[config.mk]
export PLATFORM = sky130hd
export DESIGN_NAME = daisy_chain_sink
export DESIGN_NICKNAME = d
export VERILOG_FILES = /design/src/rtl/daisy_chain_sink_pkg.sv /design/src/rtl/daisy_chain_sink_fifo.sv /design/src/rtl/daisy_chain_sink.sv
export SDC_FILE = /design/constraint.sdc
export NUM_CORES = 1
export LEC_CHECK = 0
export ABC_AREA = 0
export BUFFER_PORTS_ARGS = -buffer_cell sky130_fd_sc_hd__buf_4
export CORE_AREA = 2 2 167 169
export DETAILED_ROUTE_END_ITERATION = 8
export DIE_AREA = 0 0 169 171
export MAX_ROUTING_LAYER = met4
export PLACE_DENSITY = 0.6
export SKIP_LAST_GASP = 1
export SLEW_MARGIN = 5
export SYNTH_ARGS = -nofsm -noshare
export SYNTH_HDL_FRONTEND = slang
export SYNTH_SLANG_ARGS = --single-unit
[constraint.sdc]
create_clock -name clk_3p2M -period 3 [get_ports clk_3p2M]
set_clock_uncertainty 0.1 [all_clocks]
set_input_delay 0.9 -clock clk_3p2M [delete_from_list [all_inputs] [get_ports clk_3p2M]]
set_output_delay 0.9 -clock clk_3p2M [all_outputs]
set_load 0.05 [all_outputs]
[src/rtl/daisy_chain_sink_pkg.sv]
// Shared definitions for the daisy-chain sink: FSM states, chain idle word
// and the layout of a buffered entry {last, blk, ch, payload}.
package daisy_chain_sink_pkg;

  typedef enum logic [1:0] {
    ST_IDLE    = 2'd0,
    ST_WAIT    = 2'd1,
    ST_COLLECT = 2'd2
  } dcs_state_t;

  // Idle word on the chain is all-ones of the chain word width.
  function automatic logic [63:0] dcs_chain_idle(input int unsigned width);
    return (64'd1 << width) - 64'd1;
  endfunction

  function automatic int unsigned dcs_ch_lsb(input int unsigned bits_adc);
    return bits_adc;
  endfunction

  function automatic int unsigned dcs_blk_lsb(input int unsigned bits_adc,
                                              input int unsigned ch_w);
    return bits_adc + ch_w;
  endfunction

  function automatic int unsigned dcs_last_bit(input int unsigned bits_adc,
                                               input int unsigned ch_w,
                                               input int unsigned blk_w);
    return bits_adc + ch_w + blk_w;
  endfunction

endpackage

[src/rtl/daisy_chain_sink_fifo.sv]
// First-word-fall-through buffer; full/empty come from pointers carrying
// one extra wrap bit. rd_data reads as zero while empty.
module dcs_fifo #(
  parameter int unsigned WIDTH = 8,
  parameter int unsigned DEPTH = 16
) (
  input  logic             clk,
  input  logic             rst,
  input  logic             wr_en,
  input  logic [WIDTH-1:0] wr_data,
  input  logic             rd_en,
  output logic [WIDTH-1:0] rd_data,
  output logic             full,
  output logic             empty
);

  localparam int unsigned AW = $clog2(DEPTH);

  logic [WIDTH-1:0] mem [DEPTH];
  logic [AW:0]      wr_ptr;
  logic [AW:0]      rd_ptr;
  logic             do_wr;
  logic             do_rd;

  assign empty = (wr_ptr == rd_ptr);
  assign full  = (wr_ptr[AW] != rd_ptr[AW]) && (wr_ptr[AW-1:0] == rd_ptr[AW-1:0]);
  assign do_rd = rd_en & ~empty;
  // A pop frees the slot this cycle, so a full buffer may still take a word.
  assign do_wr = wr_en & (~full | do_rd);

  assign rd_data = empty ? '0 : mem[rd_ptr[AW-1:0]];

  always_ff @(posedge clk) begin
    if (do_wr) mem[wr_ptr[AW-1:0]] <= wr_data;
  end

  always_ff @(posedge clk) begin
    if (rst) begin
      wr_ptr <= '0;
      rd_ptr <= '0;
    end else begin
      if (do_wr) wr_ptr <= wr_ptr + 1'b1;
      if (do_rd) rd_ptr <= rd_ptr + 1'b1;
    end
  end

endmodule

[src/rtl/daisy_chain_sink.sv]
// Collects one frame of BLOCK_NUM*CH_NUM chain words per samp edge, tags each
// with block/channel and buffers it. Optional: DCHAIN_SINK_TIMEOUT_EN.
module daisy_chain_sink
  import daisy_chain_sink_pkg::*;
#(
  parameter int unsigned BLOCK_NUM   = 8,
  parameter int unsigned CH_NUM      = 4,
  parameter int unsigned BITS_ADC    = 12,
  parameter int unsigned FIFO_DEPTH  = 16,
  parameter int unsigned TIMEOUT_CYC = 64
) (
  input  logic                         clk_3p2M,
  input  logic                         rst,
  input  logic                         samp,
  input  logic [BITS_ADC:0]            chain_in,
  output logic [BITS_ADC-1:0]          out_data,
  output logic [$clog2(BLOCK_NUM)-1:0] out_blk,
  output logic [$clog2(CH_NUM)-1:0]    out_ch,
  output logic                         out_last,
  output logic                         out_valid,
  input  logic                         out_ready,
  output logic                         frame_done,
  output logic                         err_short,
  output logic                         err_ovf,
`ifdef DCHAIN_SINK_TIMEOUT_EN
  output logic                         err_timeout,
`endif
  input  logic                         err_clr
);

  localparam int unsigned BLK_W    = $clog2(BLOCK_NUM);
  localparam int unsigned CH_W     = $clog2(CH_NUM);
  localparam int unsigned CH_LSB   = dcs_ch_lsb(BITS_ADC);
  localparam int unsigned BLK_LSB  = dcs_blk_lsb(BITS_ADC, CH_W);
  localparam int unsigned LAST_BIT = dcs_last_bit(BITS_ADC, CH_W, BLK_W);
  localparam int unsigned EW       = LAST_BIT + 1;

  dcs_state_t       state;
  logic             samp_q;
  logic [BLK_W-1:0] blk_idx;
  logic [CH_W-1:0]  ch_idx;

  logic             samp_rise;
  logic             in_frame;
  logic             accept;
  logic             idx_last;
  logic             pop;
  logic             drop;
  logic             tmo;
  logic             fifo_full;
  logic             fifo_empty;
  logic [EW-1:0]    wr_data;
  logic [EW-1:0]    rd_data;

  assign samp_rise = samp & ~samp_q;
  assign in_frame  = (state != ST_IDLE);
  assign accept    = in_frame & ~samp_rise & ~chain_in[BITS_ADC];
  assign idx_last  = (blk_idx == BLK_W'(BLOCK_NUM - 1)) && (ch_idx == CH_W'(CH_NUM - 1));
  assign pop       = out_valid & out_ready;
  assign drop      = accept & fifo_full & ~pop;

`ifdef DCHAIN_SINK_TIMEOUT_EN
  localparam int unsigned TW = $clog2(TIMEOUT_CYC + 1);
  logic [TW-1:0] tcnt;

  assign tmo = in_frame & ~accept & ~samp_rise & (tcnt == TW'(TIMEOUT_CYC - 1));

  always_ff @(posedge clk_3p2M) begin
    if (rst) begin
      tcnt        <= '0;
      err_timeout <= 1'b0;
    end else begin
      if (!in_frame || accept || samp_rise || tmo) tcnt <= '0;
      else                                         tcnt <= tcnt + 1'b1;
      if (err_clr)  err_timeout <= 1'b0;
      else if (tmo) err_timeout <= 1'b1;
    end
  end
`else
  assign tmo = 1'b0;
`endif

  always_ff @(posedge clk_3p2M) begin
    if (rst) begin
      state      <= ST_IDLE;
      samp_q     <= 1'b0;
      blk_idx    <= '0;
      ch_idx     <= '0;
      frame_done <= 1'b0;
      err_short  <= 1'b0;
      err_ovf    <= 1'b0;
    end else begin
      samp_q     <= samp;
      frame_done <= 1'b0;
      // A new samp edge always restarts the frame, even mid-collection.
      if (samp_rise) begin
        state   <= ST_WAIT;
        blk_idx <= '0;
        ch_idx  <= '0;
      end else if (tmo) begin
        state   <= ST_IDLE;
        blk_idx <= '0;
        ch_idx  <= '0;
      end else if (accept) begin
        if (idx_last) begin
          state      <= ST_IDLE;
          blk_idx    <= '0;
          ch_idx     <= '0;
          frame_done <= 1'b1;
        end else begin
          state <= ST_COLLECT;
          if (ch_idx == CH_W'(CH_NUM - 1)) begin
            ch_idx  <= '0;
            blk_idx <= blk_idx + 1'b1;
          end else begin
            ch_idx <= ch_idx + 1'b1;
          end
        end
      end
      if (err_clr)                     err_short <= 1'b0;
      else if (samp_rise && in_frame)  err_short <= 1'b1;
      if (err_clr)   err_ovf <= 1'b0;
      else if (drop) err_ovf <= 1'b1;
    end
  end

  always_comb begin
    wr_data                     = '0;
    wr_data[BITS_ADC-1:0]       = chain_in[BITS_ADC-1:0];
    wr_data[CH_LSB +: CH_W]     = ch_idx;
    wr_data[BLK_LSB +: BLK_W]   = blk_idx;
    wr_data[LAST_BIT]           = idx_last;
  end

  dcs_fifo #(
    .WIDTH (EW),
    .DEPTH (FIFO_DEPTH)
  ) u_fifo (
    .clk     (clk_3p2M),
    .rst     (rst),
    .wr_en   (accept),
    .wr_data (wr_data),
    .rd_en   (out_ready),
    .rd_data (rd_data),
    .full    (fifo_full),
    .empty   (fifo_empty)
  );

  assign out_valid = ~fifo_empty;
  assign out_data  = rd_data[BITS_ADC-1:0];
  assign out_ch    = rd_data[CH_LSB +: CH_W];
  assign out_blk   = rd_data[BLK_LSB +: BLK_W];
  assign out_last  = rd_data[LAST_BIT];

endmodule

==> impl_metrics.env, run 1 <==
export IMPL_core_area_mm2=0.0273
export IMPL_finalCoreUtilization_pct=56.7
export IMPL_fin_nets=746
export IMPL_via_count=6258
export IMPL_arrival_ns=2.23
export IMPL_insertedDiodeCount=0
export IMPL_antenna_found_initial=1
export IMPL_firstDrtPassIters=5
export IMPL_ys_ff_latch=313
export IMPL_synth_cells=596
export IMPL_power_mw=10.8
export IMPL_layout_setup_ws_ns=-0.226
export IMPL_wl_per_cell_um=27.0
export IMPL_placed_cell_area_mm2=0.0133
export IMPL_yosysWarnings=0
export IMPL_synth_edf_count=288
export IMPL_end_kind="primary output"
export IMPL_cts_clk_slew_worst_paths_ns=0.07
export IMPL_stdcell_area_mm2=0.0155
export IMPL_met2_usage_pct=35.5
export IMPL_grt_usage_pct=21.4
export IMPL_wl_mm=29.5
export IMPL_avgSynthCellArea_um2=20.3
export IMPL_via_per_inst=5.74
export IMPL_cts_tree="done"
export IMPL_drive_gt1_share_pct=43.4
export IMPL_synth_top_cell_by_area="edfxtp_1"
export IMPL_final_cells=1091
export IMPL_p_per_area_mw_per_mm2=698
export IMPL_status="finished, violations left"
export IMPL_finalHoldViolCount=0
export IMPL_drv_cap=0
export IMPL_clk_path_buf_depth=3
export IMPL_drtIter0Drc=576
export IMPL_gr_total_overflow=0
export IMPL_worstSetupStartpointType="register"
export IMPL_synthDistinctLibCells=42
export IMPL_path_max_fanout=8
export IMPL_numCtsBuffers=35
export IMPL_r2r_start="u_fifo.rd_ptr[2]"
export IMPL_insertion_delay_ns=0.51
export IMPL_rows=61
export IMPL_grtUsageMet1_pct=27.1
export IMPL_die_w_um=169
export IMPL_power_leakage_nw=5.23
export IMPL_grt_pass1_vias=6361
export IMPL_final_common_cell="edfxtp_1"
export IMPL_syn_num_nets=623
export IMPL_vdd_drop_max_mv=0.418
export IMPL_violations="negative setup slack"
export IMPL_io_buffers=39
export IMPL_ys_seq_area_share_pct=75.7
export IMPL_cp_required_ns=2.00
export IMPL_dp_cells=992
export IMPL_period_needed_ns=3.23
export IMPL_htree_levels=2
export IMPL_start_util_pct=44.2
export IMPL_hold_path_class="register to register"
export IMPL_layout_common_cells="edfxtp_1 (288), mux4_2 (72), buf_4 (54), clkbuf_16 (39), buf_12 (29)"
export IMPL_worstHoldStart="state[0]"
export IMPL_clkSinkCount=313
export IMPL_reg2reg_slack_ns=0.63
export IMPL_gp_congestion=0.831
export IMPL_die_h_um=171
export IMPL_grt_pass1_wl_mm=42.5
export IMPL_tns_ns=-2.93
export IMPL_drcViolationCount=0
export IMPL_tightest_slew_ns=0.787
export IMPL_pre_cts_ws_ns=0.0285
export IMPL_setup_viol_count_final=19
export IMPL_synth_area_leaders="edfxtp_1 (72%), mux4_2 (13%), dfxtp_1 (4.1%)"
export IMPL_fmax_ghz=0.310
export IMPL_grt_busiest_layer="met2"
export IMPL_dp_final_hpwl_mm=17.7
export IMPL_syn2layout_area_growth_pct=28.2
export IMPL_antenna_left=0
export IMPL_root_buffer="clkbuf_16"
export IMPL_io_pins=40
export IMPL_hold_ws_ns=0.391
export IMPL_async_flop_share_pct=0
export IMPL_slew_viol_final=0
export IMPL_grtUsageMet3_pct=4.44
export IMPL_slew_headroom_pct=47.5
export IMPL_syn_area_mm2=0.0121
export IMPL_fin_crit_sh_pct=108
export IMPL_yosys_most_used_dff="edfxtp_1"
export IMPL_worst_setup_path_type="register to primary output"
export IMPL_synth_top_cell_area_share_pct=71.6
export IMPL_dieArea_mm2=0.0289
export IMPL_rsz0062_at_grt="yes"
export IMPL_grt_max_degree=43
-- per-layer routing --
metal | up-vias | share of wire [%]
met2 | 216 | 51
met3 | 39 | 6.5
met1 | 3272 | 41
met4 | 0 | 2.0
li1 | 2731 | -
met5 | - | 0
-- logic make-up after synthesis --
family          count (synthesis)  synth area share [%]
flops                         313                  75.7
simple gates                   92                  3.92
mux                            81                  14.2
compound gates                 58                  3.20
buf+inv                        38                  1.57
fa+ha+maj                       9                 0.932
xor+xnor                        5                 0.425
-- layout make-up --
type                       count  area (um^2)
fill                        2025        11800
sequential                   313         9180
multi-input combinational    246         3240
timing repair buffer         115         1430
clock buffer                  44          972
tap                          346          433
clock inverter                19          200
inverter                       8         32.5
-- path summary, 6_finish.rpt --
kind	end	depth (start not counted)
worst max register to register	u_fifo.mem[11][9]	9
worst min-delay path	state[0]	2
worst min register to register	state[0]	2
worst max-delay path	out_data[9]	6
-- state kept, by name, indices dropped and copies added, names as in the netlist, named ones only --
register and cells:
ch_idx 2, blk_idx 3, u_fifo.rd_ptr 5, u_fifo.wr_ptr 5, samp_q 1, state 2
frame_done 1, u_fifo.mem 288, err_ovf 1, err_short 1
-- power by group --
group / switching, mW / internal, mW / leakage, nW
Clock: 1.67 / 2.65 / 0.573
Combinational: 0.934 / 0.770 / 1.66
Sequential: 0.0288 / 4.76 / 2.99
-- synth_stat cells (2+ instances only) --
cell type / n
nand2_1: 17
mux2i_1: 2
nor3_1: 22
nand4_1: 3
a21oi_2: 2
dfxtp_1: 25
clkbuf_1: 12
nand2b_1: 3
buf_4: 6
nand3_1: 4
and3_1: 15
buf_1: 2
nor2_1: 14
a211oi_1: 3
mux4_2: 72
mux2_2: 7
o22ai_1: 36
ha_1: 9
xor2_1: 4
a21oi_1: 8
edfxtp_1: 288
buf_6: 2
a211o_1: 2
buf_2: 7
nor2b_1: 7
inv_1: 8
-- worst max-delay path, stage by stage, from the launching register on --
cell and delay (ns):
dfxtp_4 0.40, buf_12 0.15, buf_6 0.10, mux4_2 0.55, o22ai_4 0.26, nor3_4 0.08
buf_6 0.16
-- what timing repair did --
item                                   CTS  global route
pin swaps                               10            10
setup endpoints to repair               19            19
gates cloned                             4             2
endpoints found under the hold margin    0             0
hold buffers                             0             0
setup buffers                           15            16
gates resized for setup                 88            27
(Power assumes the default switching activity.)
==> run 2: changes to the inputs <==
--- a/config.mk
+++ b/config.mk
@@ -8,6 +8,7 @@
 export ABC_AREA = 0
 export BUFFER_PORTS_ARGS = -buffer_cell sky130_fd_sc_hd__buf_4
 export CORE_AREA = 2 2 167 169
+export CTS_BUF_LIST = sky130_fd_sc_hd__clkbuf_4 sky130_fd_sc_hd__clkbuf_8
 export DETAILED_ROUTE_END_ITERATION = 8
 export DIE_AREA = 0 0 169 171
 export MAX_ROUTING_LAYER = met4
==> run 2 against run 1 <==
The flow still finishes with violations (negative setup slack). Global-route usage down 0.16 points. Final area down 1.8%. Clock power is 20% lower. Combinational power down 2%. Critical path type unchanged. Largest cell class unchanged.
==> impl_metrics.env, run 2 (same netlist as run 1, synthesis figures left out) <==
export IMPL_io_buffers=39
export IMPL_finalHoldViolCount=0
export IMPL_cts_clk_slew_worst_paths_ns=0.05
export IMPL_fin_crit_sh_pct=109
export IMPL_setup_viol_count_final=19
export IMPL_numCtsBuffers=51
export IMPL_path_max_fanout=6
export IMPL_core_area_mm2=0.0273
export IMPL_drive_gt1_share_pct=44.6
export IMPL_firstDrtPassIters=5
export IMPL_die_h_um=171
export IMPL_slew_headroom_pct=49.5
export IMPL_htree_levels=2
export IMPL_slew_viol_final=0
export IMPL_grt_max_degree=43
export IMPL_antenna_left=0
export IMPL_wl_mm=29.3
export IMPL_insertion_delay_ns=0.57
export IMPL_cts_tree="done"
export IMPL_worstHoldStart="state[0]"
export IMPL_tns_ns=-4.14
export IMPL_power_leakage_nw=5.14
export IMPL_status="finished, violations left"
export IMPL_gp_congestion=0.831
export IMPL_worstSetupStartpointType="register"
export IMPL_io_pins=40
export IMPL_vdd_drop_max_mv=0.400
export IMPL_final_common_cell="edfxtp_1"
export IMPL_clkSinkCount=313
export IMPL_largest_reg_flops=288
export IMPL_wl_per_cell_um=26.1
export IMPL_insertedDiodeCount=0
export IMPL_gr_total_overflow=0
export IMPL_end_kind="primary output"
export IMPL_period_needed_ns=3.26
export IMPL_power_mw=9.92
export IMPL_tightest_slew_ns=0.757
export IMPL_clk_path_buf_depth=3
export IMPL_violations="negative setup slack"
export IMPL_fin_nets=759
export IMPL_final_cells=1119
export IMPL_syn2layout_area_growth_pct=25.9
export IMPL_p_per_area_mw_per_mm2=653
export IMPL_cp_required_ns=2.00
export IMPL_drtIter0Drc=601
export IMPL_worst_setup_path_type="register to primary output"
export IMPL_fmax_ghz=0.307
export IMPL_die_w_um=169
export IMPL_drv_cap=0
export IMPL_via_per_inst=5.65
export IMPL_dp_final_hpwl_mm=17.7
export IMPL_antenna_found_initial=0
export IMPL_grt_pass1_wl_mm=42.4
export IMPL_layout_setup_ws_ns=-0.256
export IMPL_rsz0062_at_grt="yes"
export IMPL_root_buffer="clkbuf_8"
export IMPL_drcViolationCount=0
export IMPL_start_util_pct=44.2
export IMPL_rows=61
export IMPL_grt_pass1_vias=6512
export IMPL_grt_usage_pct=21.3
export IMPL_pre_cts_ws_ns=0.0285
export IMPL_dieArea_mm2=0.0289
export IMPL_dp_cells=992
export IMPL_r2r_start="u_fifo.rd_ptr[3]"
export IMPL_hold_path_class="register to register"
export IMPL_arrival_ns=2.26
export IMPL_layout_common_cells="edfxtp_1 (288), mux4_2 (72), buf_4 (58), clkbuf_8 (53), buf_12 (30)"
export IMPL_via_count=6318
==> run 2: cell types whose count changed in the layout (fill, tap and decap cells not counted), sizes merged <==
cell | previous run | this run
buf | 113 | 110
clkinvlp | 2 | 1
clkbuf | 46 | 72
inv | 10 | 9
clkinv | 11 | 22
bufinv | 4 | 0
==> run 2: power by group <==
part	switching (mW)	total [mW]	internal [mW]
logic	0.915	1.66	0.745
registers	0.0289	4.79	4.76
clock network	1.62	3.47	1.85
==> run 2: stage by stage <==
| stage | instance area, um^2 | hold WS (ns) | utilization [%] |
|---|---|---|---|
| 6_report | 15200 | 0.391 | 55.7 |
| 4_1_cts | 14900 | 0.370 | 54.5 |
| 5_1_grt | 15200 | 0.386 | 55.7 |
| 3_5_place_dp | 13300 | 0.388 | 48.7 |
| 3_3_place_gp | 13300 | 0.378 | 48.7 |
| 2_1_floorplan | 12200 | 0.363 | - |
==> run 2: worst max-delay path, stage by stage, from the launching register on <==
cell and delay [ns]:
dfxtp_4 0.37, buf_12 0.15, buf_12 0.14, mux4_2 0.55
o22ai_4 0.26, nor3_4 0.07, buf_6 0.16
==> run 2: per-layer routing <==
| metal | global-route usage (%) | wire length, um |
|---|---|---|
| met5 | - | 0 |
| met4 | 6.17 | 629 |
| met3 | 5.14 | 1820 |
| met2 | 35.0 | 14900 |
| met1 | 26.6 | 11900 |
==> run 2: cell type report <==
cell class              instances  area, um^2
clock buffers                  70         857
clock inverters                24         108
fillers                      2084       12100
inverters                       8        32.5
multi-input cells             246        3220
flip-flops and latches        313        9180
well taps                     346         433
repair buffers                112        1390
==> run 2: final timing paths <==
path,depth (start not counted),slack [ns],endpoint
max,6,-0.26,out_data[1]
min,2,0.39,state[0]
max reg2reg,9,0.67,u_fifo.mem[11][4]
min reg2reg,2,0.39,state[0]
==> run 2: what timing repair did <==
action	CTS	global route
pin swaps	9	10
resized for setup	82	23
cloned	4	2
setup endpoints to repair	19	19
setup buffers	14	14
hold buffers	0	0
